`src/rtl/line_clear_sequencer.sv`:
```
// Post-lock line-clear sequencer: compacts full rows out of the board bottom-up,
// blanks the freed top rows, then updates score, total lines, level and drop speed.
module line_clear_sequencer #(
  parameter int COLS            = 10,
  parameter int ROWS            = 20,
  parameter int CELL_W          = 3,
  parameter int LINES_PER_LEVEL = 10,
  parameter int MAX_LEVEL       = 15,
  parameter int BASE_SPEED      = 48,
  parameter int SPEED_STEP      = 3,
  parameter int MIN_SPEED       = 3
) (
  input  logic                     Clk,
  input  logic                     Reset,
  input  logic                     lock_req,
  output logic                     board_busy,
  output logic                     row_rd_en,
  output logic                     row_wr_en,
  output logic [4:0]               row_addr,
  input  logic [COLS*CELL_W-1:0]   row_rdata,
  output logic [COLS*CELL_W-1:0]   row_wdata,
  output logic                     clear_done,
  output logic [2:0]               lines_cleared,
  output logic [9:0]               total_lines,
  output logic [15:0]              score,
  output logic [3:0]               level,
  output logic [5:0]               level_speed
);

  localparam int ROW_W = COLS * CELL_W;

  typedef enum logic [2:0] {IDLE, READ, CHECK, FILL, SCORE, LEVEL, DONE} state_t;

  state_t             state_q, state_d;
  logic signed [5:0]  src_q, src_d, dst_q, dst_d;
  logic [4:0]         cnt_q, cnt_d;
  logic               pending_q, pending_d;
  logic [2:0]         lines_cleared_q, lines_cleared_d;
  logic [9:0]         total_lines_q, total_lines_d;
  logic [15:0]        score_q, score_d;
  logic [3:0]         level_q, level_d;
  logic [5:0]         level_speed_q, level_speed_d;
  logic [8:0]         score_gain;

  function automatic logic row_full(input logic [ROW_W-1:0] r);
    logic full;
    full = 1'b1;
    for (int c = 0; c < COLS; c++)
      if (r[c*CELL_W +: CELL_W] == '0) full = 1'b0;
    return full;
  endfunction

  // Clears beyond four only happen in illegal play; they earn the four-line value.
  function automatic logic [3:0] pts_for(input logic [4:0] c);
    case (c)
      5'd0:    return 4'd0;
      5'd1:    return 4'd1;
      5'd2:    return 4'd3;
      5'd3:    return 4'd5;
      default: return 4'd8;
    endcase
  endfunction

  function automatic logic [15:0] sat_add16(input logic [15:0] a, input logic [8:0] b);
    logic [16:0] s;
    s = {1'b0, a} + {8'd0, b};
    return s[16] ? 16'hFFFF : s[15:0];
  endfunction

  function automatic logic [9:0] sat_add10(input logic [9:0] a, input logic [4:0] b);
    logic [10:0] s;
    s = {1'b0, a} + {6'd0, b};
    return s[10] ? 10'h3FF : s[9:0];
  endfunction

  function automatic logic [3:0] level_for(input logic [9:0] t);
    logic [9:0] q;
    q = t / 10'(LINES_PER_LEVEL);
    return (q > 10'(MAX_LEVEL)) ? 4'(MAX_LEVEL) : q[3:0];
  endfunction

  function automatic logic [5:0] speed_for(input logic [3:0] lvl);
    logic signed [7:0] s;
    s = 8'(BASE_SPEED - int'(lvl) * SPEED_STEP);
    if (s < $signed(8'(MIN_SPEED))) return 6'(MIN_SPEED);
    return s[5:0];
  endfunction

  assign score_gain = 9'(pts_for(cnt_q)) * 9'({1'b0, level_q} + 5'd1);

  always_comb begin
    state_d         = state_q;
    src_d           = src_q;
    dst_d           = dst_q;
    cnt_d           = cnt_q;
    pending_d       = pending_q;
    lines_cleared_d = lines_cleared_q;
    total_lines_d   = total_lines_q;
    score_d         = score_q;
    level_d         = level_q;
    level_speed_d   = level_speed_q;
    row_rd_en       = 1'b0;
    row_wr_en       = 1'b0;
    row_addr        = '0;
    row_wdata       = '0;

    if (lock_req && state_q != IDLE) pending_d = 1'b1;

    case (state_q)
      IDLE: begin
        if (lock_req || pending_q) begin
          cnt_d     = '0;
          src_d     = 6'(ROWS - 1);
          dst_d     = 6'(ROWS - 1);
          pending_d = 1'b0;
          state_d   = READ;
        end
      end
      READ: begin
        row_rd_en = 1'b1;
        row_addr  = src_q[4:0];
        state_d   = CHECK;
      end
      CHECK: begin
        if (row_full(row_rdata)) begin
          cnt_d = cnt_q + 5'd1;
        end else begin
          // A row that has not moved yet needs no write-back.
          if (src_q != dst_q) begin
            row_wr_en = 1'b1;
            row_addr  = dst_q[4:0];
            row_wdata = row_rdata;
          end
          dst_d = dst_q - 6'sd1;
        end
        src_d = src_q - 6'sd1;
        if (src_d[5]) state_d = dst_d[5] ? SCORE : FILL;
        else          state_d = READ;
      end
      FILL: begin
        row_wr_en = 1'b1;
        row_addr  = dst_q[4:0];
        dst_d     = dst_q - 6'sd1;
        if (dst_d[5]) state_d = SCORE;
      end
      SCORE: begin
        lines_cleared_d = (cnt_q > 5'd7) ? 3'd7 : cnt_q[2:0];
        total_lines_d   = sat_add10(total_lines_q, cnt_q);
        score_d         = sat_add16(score_q, score_gain);
        state_d         = LEVEL;
      end
      LEVEL: begin
        level_d       = level_for(total_lines_q);
        level_speed_d = speed_for(level_d);
        state_d       = DONE;
      end
      DONE:    state_d = IDLE;
      default: state_d = IDLE;
    endcase
  end

  always_ff @(posedge Clk) begin
    if (Reset) begin
      state_q         <= IDLE;
      src_q           <= '0;
      dst_q           <= '0;
      cnt_q           <= '0;
      pending_q       <= 1'b0;
      lines_cleared_q <= '0;
      total_lines_q   <= '0;
      score_q         <= '0;
      level_q         <= '0;
      level_speed_q   <= 6'(BASE_SPEED);
    end else begin
      state_q         <= state_d;
      src_q           <= src_d;
      dst_q           <= dst_d;
      cnt_q           <= cnt_d;
      pending_q       <= pending_d;
      lines_cleared_q <= lines_cleared_d;
      total_lines_q   <= total_lines_d;
      score_q         <= score_d;
      level_q         <= level_d;
      level_speed_q   <= level_speed_d;
    end
  end

  assign board_busy    = (state_q != IDLE);
  assign clear_done    = (state_q == DONE);
  assign lines_cleared = lines_cleared_q;
  assign total_lines   = total_lines_q;
  assign score         = score_q;
  assign level         = level_q;
  assign level_speed   = level_speed_q;

endmodule
```
`config.mk`:
```
export PLATFORM = sky130hd
export DESIGN_NAME = line_clear_sequencer
export DESIGN_NICKNAME = d
export VERILOG_FILES = /design/src/rtl/line_clear_sequencer.sv
export SDC_FILE = /design/constraint.sdc
export NUM_CORES = 1
export LEC_CHECK = 0
export ABC_AREA = 1
export CAP_MARGIN = 20
export CORE_MARGIN = 10
export CORE_UTILIZATION = 47
export DETAILED_ROUTE_END_ITERATION = 16
export PLACE_DENSITY = 0.79
export SLEW_MARGIN = 20
export SYNTH_ARGS = -nofsm -noshare
export SYNTH_HDL_FRONTEND = slang
export SYNTH_SLANG_ARGS = --single-unit
```
`constraint.sdc`:
```
create_clock -name Clk -period 5.4 [get_ports Clk]
set_input_delay 1.62 -clock Clk [delete_from_list [all_inputs] [get_ports Clk]]
set_output_delay 1.62 -clock Clk [all_outputs]
set_load 0.01 [all_outputs]
```
Yosys cells after proc, flatten, opt, wreduce, memory -nomap -nowiden
Cells that the tools add are included.
Widths: inputs -> output; s select.
{ "op_classes": {"n_eq_ne": 14, "div_mod_pow": 1, "n_addsub": 7, "n_lt_le_gt_ge": 3, "reduce_logical": 22, "n_mul": 2, "muxes": 46} }
{ "op_table": {"columns": ["op", "n"], "rows": [
  ["$mux 30", 3],
  ["$logic_not 3->1", 11],
  ["$mux 6", 5],
  ["$mux 5", 4],
  ["$mux 1", 19],
  ["$pmux 3 s6", 1],
  ["$pmux 6 s3", 1],
  ["$add 16x9->17", 1],
  ["$mux 16", 1],
  ["$pmux 4 s4", 1],
  ["$mux 3", 5],
  ["$pmux 5 s3", 1],
  ["$pmux 6 s2", 1],
  ["$sub 6x2->6 const B", 2],
  ["$add 10x5->11", 1],
  ["$div 10x4->10 const B", 1],
  ["$eq 5x2->1 const B", 2],
  ["$gt 10x4->1 const B", 1],
  ["$mux 10", 1],
  ["$pmux 5 s2", 1],
  ["$eq 3x3->1 const B", 3],
  ["$mul 4x5->9", 1],
  ["$lt 7x3->1 const B", 1],
  ["$sub 6x6->7 const A", 1],
  ["19 further kinds", 26]
]} }
{ "word_totals": {"out_inout_bits": 78, "reg_bits": 60, "inputBits": 33, "word_cells": 106} }

Depth between registers and ports, before layout
Gate-level depths: netlist of the first run.
{ "logic_depth": {"ltp_word": 17, "ltp_mapped": 40, "mapped_depth_nobuf": 40} }

Least setup slack after synthesis of the first run
Ideal clock, no wire load.
{ "synth_path": {"kind": "register -> register", "from": "reg cnt_q[0]", "to": "reg score_q[0], in the netlist score[0]", "arrival_ns": 5.099, "synth_period_minus_slack_ns": 5.216, "required_time_ns": 5.283, "stages_incl_launch_ff": 27, "slack_ns": 0.184, "n_path_buf": 0, "setup_ns": 0.117, "cell_sequence": "dfxtp_1 > inv_1 > ha_1 > o31ai_1 > inv_1 > a21oi_1 > inv_1 > or2_2 > fa_1 > fa_1 > fa_1 > inv_1 > ha_1 > a21oi_1 > and2_1 > nand3b_1 > nand2_1 > nand2_1 > nand2_1 > a21oi_1 > o21ai_0 > nand3_1 > inv_1 > nor2_1 > inv_1 > o221ai_1 > inv_1"} }
{ "synth_via": {"elab_chain_len": 5, "word_cells_on_any_way": 8, "cone_classes": "1 x add/sub; 1 x mul; 3 x eq/ne; 2 x mux; 1 x reduce/logical"} }
{ "synth_rtl": {"columns": ["element", "line_no", "rtl"], "rows": [
  ["from (decl)", "36", "logic [4:0] cnt_q, cnt_d;"],
  ["from (signal assigned)", "178", "cnt_q <= cnt_d;"],
  ["$eq 5x2->1, or another cell as far along", "55", "case (c)"],
  ["$pmux 4 s4 *", "55", null],
  ["$mul 4x5->9 *", "89", "assign score_gain = 9'(pts_for(cnt_q)) * 9'({1'b0, level_q} + 5'd1);"],
  ["$add 16x9->17 *", "66", "s = {1'b0, a} + {8'd0, b};"],
  ["$mux 16 *", "67", "return s[16] ? 16'hFFFF : s[15:0];"],
  ["to (signal assigned)", "182", "score_q <= score_d;"],
  ["to (decl)", "40", "logic [15:0] score_q, score_d;"]
]} }
Every way passes the cells marked *; elsewhere a longest branch is shown, timed or not.
A chain may end at the register's enable or synchronous reset.

Worst setup path after layout of the first run
{ "layout_path": {"from": "in row_rdata[21]", "to": "out row_wdata[5]"} }
{ "layout_via": {"elab_chain_len": 7} }
{ "layout_rtl": {"columns": ["element", "line_no", "rtl"], "rows": [
  ["from (decl)", "20", "input logic [COLS*CELL_W-1:0] row_rdata,"],
  ["$logic_not 3->1", "49", "if (r[c*CELL_W +: CELL_W] == '0) full = 1'b0;"],
  ["$mux 1 (3 in a row)", "49", null],
  ["$mux 1", "109", "case (state_q)"],
  ["$mux 30", "125", "if (row_full(row_rdata)) begin"],
  ["$mux 30", "109", null],
  ["to (decl)", "21", "output logic [COLS*CELL_W-1:0] row_wdata,"]
]} }
Every way passes these cells. The select of a mux whose other input is x is not followed.

==> flow_summary_export.csv, run 1 <==
group,metric,value,unit
die,die_area,0.0150,mm^2
logic_synthesis,avgSynthCellArea,6.76,um^2
timing,finalCritPeriodShare,99.1,%
clock_network,cts_max_level,3,
logic_synthesis,synthesis.nets,811,
timing,final-hold-violation-count,0,
clock_network,clockBufferDepth,2,
power,powerDensity,288,mW/mm^2
detailed_routing,wire_per_inst,13.0,um
logic_synthesis,synth_compound_area_share,15.5,%
timing,period_minus_slack,5.35,ns
final_layout,area_growth,31.8,%
timing,clock.fmax,187,MHz
flow_run,maxCapViolations,0,
timing,tns,0,ns
worst_setup_path,cp_max_fo,30,
global_routing,grt_util_all_layers,17.4,%
detailed_routing,first_iter_violations,286,
power,ir_drop,0.152,mV
logic_synthesis,synth_edf_count,0,
die,die_y,122,um
clock_network,cts.sinks,60,
detailed_routing,post_drt_via_cell_ratio,5.00,
detailed_routing,routed_wl,13.0,mm
logic_synthesis,seq_area_frac_synth,24.4,%
logic_synthesis,synthMuxAreaShare,0,%
placement,place_area,0.00627,mm^2
global_routing,grt_overflow,0,
timing,hold_ws,0.475,ns
worst_setup_path,max_stage_delay,0.56,ns
clock_network,clk_latency,0.35,ns
logic_synthesis,async_flop_share,0,%
timing,finClkSkew,0.00593,ns
logic_synthesis,synth_xor_area_share,3.91,%
worst_setup_path,cp-end-kind,"output port",
timing,worstMarginPinSlew,0.792,ns
placement,portBuffers,110,
die,initial_utilization,47.9,%
detailed_routing,ant_nets,0,
timing,finalSetupViolations,0,
logic_synthesis,yosys.area_share.simple,27.4,%
logic_synthesis,synth_area,0.00493,mm^2
outcome,outcome,"finished clean",
global_routing,grt_max_degree,31,
worst_setup_path,start_kind,"input port",
worst_setup_path,critPathArrivalTime,3.73,ns
worst_setup_path,path_class,"in2out",
detailed_routing,drc,0,
power,finalPower,1.87,mW
final_layout,diodes,0,
logic_synthesis,ys_ff_latch,60,
logic_synthesis,synth_top_family_by_area,"simple AND/OR/NAND/NOR gates",
clock_network,clk_pin_slew,0.07,ns
final_layout,final_cells,995,
clock_network,numCtsBuffers,9,
worst_setup_path,slowest_stage,"clkdlybuf4s50_1",
placement,dp_hpwl,10.4,mm
placement,dp_cells,978,
logic_synthesis,syn_inst,729,
worst_setup_path,required,3.78,ns
die,core_area,0.0103,mm^2
detailed_routing,via_count,4972,
clock_network,cts_tree,"built",
die,fp-row-count,37,
final_layout,nets,936,
final_layout,final_cell_mix,"159 x inv_1, 107 x nand2_1, 104 x clkdlybuf4s50_1, 84 x nor2_1, 58 x dfxtp_1",
logic_synthesis,yosysUniqueCellTypes,49,
power,p_leak,3.21,nW
timing,drv_slew,0,
global_routing,antenna_found_initial,0,
detailed_routing,first_pass_iters,5,
die,die_w,122,um
placement,gp_congestion,0.900,
final_layout,layout_commonest_cell,"inv_1",
global_routing,grt_pass1_vias,4900,
logic_synthesis,ys.flop_type,"dfxtp_1",
timing,slew_headroom,46.9,%
final_layout,drive_above_1_share,11.2,%
timing,rsz0062_at_grt,"yes",
global_routing,grt_pass1_wl,21.7,mm
logic_synthesis,synthAdderAreaFrac,14.4,%
logic_synthesis,synth_warnings,0,
die,io_pins,111,
worst_setup_path,crit_chain,"clkdlybuf4s50_1, o311ai_1, nor4_1, nand2_1, inv_1, nor2_1, o41ai_2, buf_6, nor2_1, clkdlybuf4s50_1",
final_layout,stdcell_area,0.00649,mm^2
clock_network,root_buffer,"clkbuf_8",
hold_path,hold_class,"reg2reg",
final cells by class:
class / count / area [um^2]
fillers: 948 / 3780
multi-input cells: 484 / 3050
repair buffers: 127 / 1230
flip-flops and latches: 60 / 1200
inverters: 172 / 651
well taps: 136 / 170
clock buffers: 13 / 169
clock inverters: 3 / 20.0
synth_stat cells, types with 4 or more instances:
cell type	count	area [um^2]
inv_1	161	604
nand2_1	107	402
nor2_1	85	319
dfxtp_1	60	1200
a21oi_1	38	190
ha_1	36	450
o21ai_0	31	155
nand3_1	30	150
nand2_2	17	106
nor3_1	17	85.1
xor2_1	14	123
fa_1	13	260
clkbuf_1	11	41.3
inv_2	9	33.8
o221ai_1	8	70.1
xnor2_1	8	70.1
o22ai_1	7	43.8
a31oi_1	6	37.5
nand2_4	6	67.6
nand3_2	6	60.1
a211oi_1	5	37.5
a221oi_1	5	43.8
o211ai_1	5	37.5
or2_2	5	31.3
nor4_1	4	25.0
cell families after synthesis:
family / count (synthesis)
adders and majority gates: 49
xor gates and xnor gates: 22
buffers and inverters: 185
and+or+nand+nor: 291
DFF: 60
AOI/OAI and AO/OA: 122
worst paths after layout:
kind                   from             end  slack, ns  depth (start not counted)
min          level_speed[2]  level_speed[2]       0.47                          2
max reg2reg        cnt_q[0]       score[13]       0.30                         26
max           row_rdata[21]    row_wdata[5]       0.05                         10
min reg2reg  level_speed[2]  level_speed[2]       0.47                          2
where the power goes:
| part | internal, mW | switching (mW) | leakage, nW | total (mW) |
|---|---|---|---|---|
| Clock | 0.204 | 0.191 | 0.0917 | 0.394 |
| Sequential | 0.509 | 0.0656 | 0.487 | 0.574 |
| Combinational | 0.398 | 0.506 | 2.63 | 0.904 |
| Total | 1.11 | 0.762 | 3.21 | 1.87 |
stage by stage:
| step | setup slack (ns) | utilization (%) |
|---|---|---|
| after floorplan | 0.184 | - |
| after global placement | -0.0920 | 61.0 |
| after detailed placement | -0.105 | 61.0 |
| after CTS | 0.00714 | 62.9 |
| after global routing | -0.171 | 63.2 |
| final | 0.0506 | 63.2 |
critical path: cells and delay by family:
family,cells,cell delay [ns]
buffers and inverters,4,1.26
and+or+nand+nor,4,0.43
AOI/OAI and AO/OA,2,0.39
flip-flops by register name, summed over array words and instances (netlist names):
signal         count
lines_cleared      3
level_speed        6
score             16
cnt_q              5
dst_q              6
state_q            3
level              4
src_q              6
total_lines       10
pending_q          1
routing by layer:
| layer | GRT usage, % | wire length (um) | up-vias |
|---|---|---|---|
| met5 | 0 | 0 | - |
| li1 | - | - | 2565 |
| met3 | 7.07 | 1420 | 12 |
| met4 | 4.71 | 156 | 0 |
| met1 | 20.0 | 5490 | 2242 |
| met2 | 29.4 | 5920 | 153 |
timing repair:
action / in CTS / in global routing
pin swaps: 0 / 1
endpoints found under the hold margin: 0 / 0
buffers inserted: 0 / 1
endpoints found under the setup margin: 35 / 47
cloned: 0 / 0
gates resized for setup: 8 / 13
hold buffers: 0 / 0
No activity file was read; power rests on OpenSTA's default activity.
==> run 2, diff against run 1 <==
Settings changed: ABC_AREA 1 to 0, CTS_CLUSTER_DIAMETER set to 200.
==> flow_summary_export.csv, run 2 <==
group,metric,value,unit
logic_synthesis,synthTopCellsByArea,"dfxtp_1 24%, ha_1 8.9%, nor2_1 5.8%",
worst_setup_path,start_kind,"input port",
die,core_area,0.0104,mm^2
placement,portBuffers,110,
timing,setup_slack,0.245,ns
hold_path,holdPathEnd,"lines_cleared[0]",
worst_setup_path,rr_worst_depth,20,
clock_network,clockBufferDepth,2,
global_routing,grt_pass1_vias,5086,
clock_network,cts.sinks,60,
outcome,outcome,"finished clean",
hold_path,hold_path_depth,2,
worst_setup_path,r2r_slack,0.42,ns
timing,finalSetupViolations,0,
logic_synthesis,yosysMostFrequentCell,"nor2_1",
timing,period_minus_slack,5.15,ns
logic_synthesis,avgSynthCellArea,7.87,um^2
worst_setup_path,required,3.78,ns
final_layout,largest_register_ffs,16,
final_layout,layout_commonest_cell,"nor2_1",
die,io_pins,111,
clock_network,cts_tree,"built",
logic_synthesis,seq_area_frac_synth,23.8,%
global_routing,grt_util_all_layers,18.3,%
logic_synthesis,yosys.area.top_type,"dfxtp_1",
logic_synthesis,synthAdderAreaFrac,14.1,%
final_layout,final_cell_mix,"78 x nor2_1, 73 x clkdlybuf4s50_1, 59 x dfxtp_1, 50 x inv_1, 39 x and2_1",
timing,final-hold-violation-count,0,
final_layout,drive_above_1_share,6.94,%
final_layout,stdcell_area,0.00651,mm^2
worst_setup_path,path_class,"in2out",
die,die_w,124,um
detailed_routing,via_count,4955,
clock_network,clk_pin_slew,0.06,ns
timing,finalCritPeriodShare,95.5,%
global_routing,antenna_found_initial,0,
logic_synthesis,synth_edf_count,0,
timing,clock.fmax,194,MHz
worst_setup_path,crit_chain,"clkdlybuf4s50_1, or3_1, o31ai_1, nor3_1, nand4_1, o311a_4, nand2b_2, a22o_1, dlygate4sd2_1",
timing,tns,0,ns
detailed_routing,drc,0,
final_layout,final_cells,885,
timing,worstMarginPinSlew,0.780,ns
detailed_routing,routed_wl,13.6,mm
worst_setup_path,slowest_stage,"clkdlybuf4s50_1",
global_routing,grt_overflow,0,
logic_synthesis,synth_warnings,0,
global_routing,grt_pass1_wl,23.1,mm
clock_network,numCtsBuffers,9,
flow_run,maxCapViolations,0,
die,initial_utilization,48.6,%
logic_synthesis,synth_xor_area_share,6.43,%
timing,rsz0062_at_grt,"no",
logic_synthesis,async_flop_share,0,%
final_layout,fin_util,62.8,%
power,p_leak,3.10,nW
logic_synthesis,yosys.area_share.simple,26.8,%
worst_setup_path,cp_max_fo,6,
clock_network,cts_max_level,3,
power,ir_drop,0.140,mV
final_layout,fillers,887,
timing,hold_ws,0.502,ns
die,fp-row-count,37,
power,powerDensity,217,mW/mm^2
hold_path,hp-start,"lines_cleared[0]",
placement,dp_hpwl,10.5,mm
logic_synthesis,synthMuxAreaShare,0.397,%
worst_setup_path,reg2reg_to,"score[7]",
placement,place_area,0.00627,mm^2
detailed_routing,wire_per_inst,15.4,um
logic_synthesis,synthesis.nets,723,
timing,finClkSkew,0.00841,ns
logic_synthesis,synth_top_area_share,23.8,%
die,die_y,124,um
detailed_routing,first_iter_violations,248,
placement,gp_congestion,0.873,
hold_path,hold_class,"reg2reg",
detailed_routing,post_drt_via_cell_ratio,5.60,
detailed_routing,ant_nets,0,
logic_synthesis,synth_common_cells,"78 x nor2_1, 60 x dfxtp_1, 50 x inv_1, 39 x and2_1",
clock_network,clk_latency,0.34,ns
logic_synthesis,synth_top_family_by_area,"simple AND/OR/NAND/NOR gates",
final_layout,area_growth,29.1,%
logic_synthesis,syn_inst,641,
placement,dp_cells,868,
worst_setup_path,reg2reg_from,"cnt_q[1]",
logic_synthesis,yosysUniqueCellTypes,71,
logic_synthesis,ys.flop_type,"dfxtp_1",
detailed_routing,first_pass_iters,4,
worst_setup_path,max_stage_delay,0.41,ns
worst_setup_path,critPathArrivalTime,3.53,ns
global_routing,grt_max_degree,63,
timing,slew_headroom,48.0,%
logic_synthesis,synth_area,0.00504,mm^2
final_layout,nets,828,
worst_setup_path,cp-end-kind,"output port",
clock_network,root_buffer,"clkbuf_8",
die,die_area,0.0153,mm^2
logic_synthesis,synth_compound_area_share,21.6,%
timing,drv_slew,0,
placement,dpl_worst_slack,-0.0877,ns
final_layout,diodes,0,
logic_synthesis,ys_ff_latch,60,
power,finalPower,1.41,mW
==> run 2: what timing repair did <==
action	4_1_cts	5_1_grt
hold buffers	0	0
resized for setup	26	21
buffers inserted	1	0
setup endpoints to repair	36	31
gates cloned	2	0
pin swaps	1	0
==> run 2: worst max path at each step <==
stage          slack (ns)          start            end
6_report             0.25  row_rdata[26]    row_addr[0]
5_1_grt              0.03       cnt_q[1]       score[7]
4_1_cts            0.0006  row_rdata[26]  row_wdata[17]
3_5_place_dp        -0.09  row_rdata[26]  row_wdata[10]
3_3_place_gp        -0.04  row_rdata[26]  row_wdata[16]
2_1_floorplan        0.04       cnt_q[0]       score[2]
==> run 2: final cells by class <==
| cell class | count | area (um^2) | area share [%] |
|---|---|---|---|
| Clock buffer | 11 | 141 | 2.17 |
| Inverter | 51 | 191 | 2.94 |
| Tap cell | 136 | 170 | 2.61 |
| Clock inverter | 3 | 15.0 | 0.231 |
| Sequential cell | 60 | 1200 | 18.5 |
| Timing Repair Buffer | 129 | 1260 | 19.4 |
| Multi-Input combinational cell | 495 | 3520 | 54.2 |
==> run 2: worst max-delay path: cells and delay by family <==
kind	cells	cell delay [ns]
AND/OR/NAND/NOR	4	0.76
buffers and inverters	2	0.69
AO/OA/AOI/OAI	3	0.45
==> run 2: cells by family (layout without fill, tap and decap cells) <==
group	Yosys count	count (layout)
simple gates	260	260
compound gates	147	147
buf+inv	86	194
flops	60	60
fa+ha+maj	49	49
xor+xnor	37	37
mux	2	2
==> run 2: layer usage <==
metal / track usage, % / up-vias / wire length (um)
met2: 31.4 / 158 / 6570
met1: 19.3 / 2307 / 5420
met5: 0 / - / 0
met3: 8.96 / 21 / 1430
met4: 5.90 / 0 / 217
li1: - / 2469 / -
==> run 2: where the power goes <==
group | internal [mW] | total (mW) | leakage, nW | switching (mW)
clock | 0.171 | 0.342 | 0.0848 | 0.171
combinational | 0.254 | 0.528 | 2.52 | 0.274
sequential | 0.481 | 0.544 | 0.487 | 0.0630
total | 0.906 | 1.41 | 3.10 | 0.508
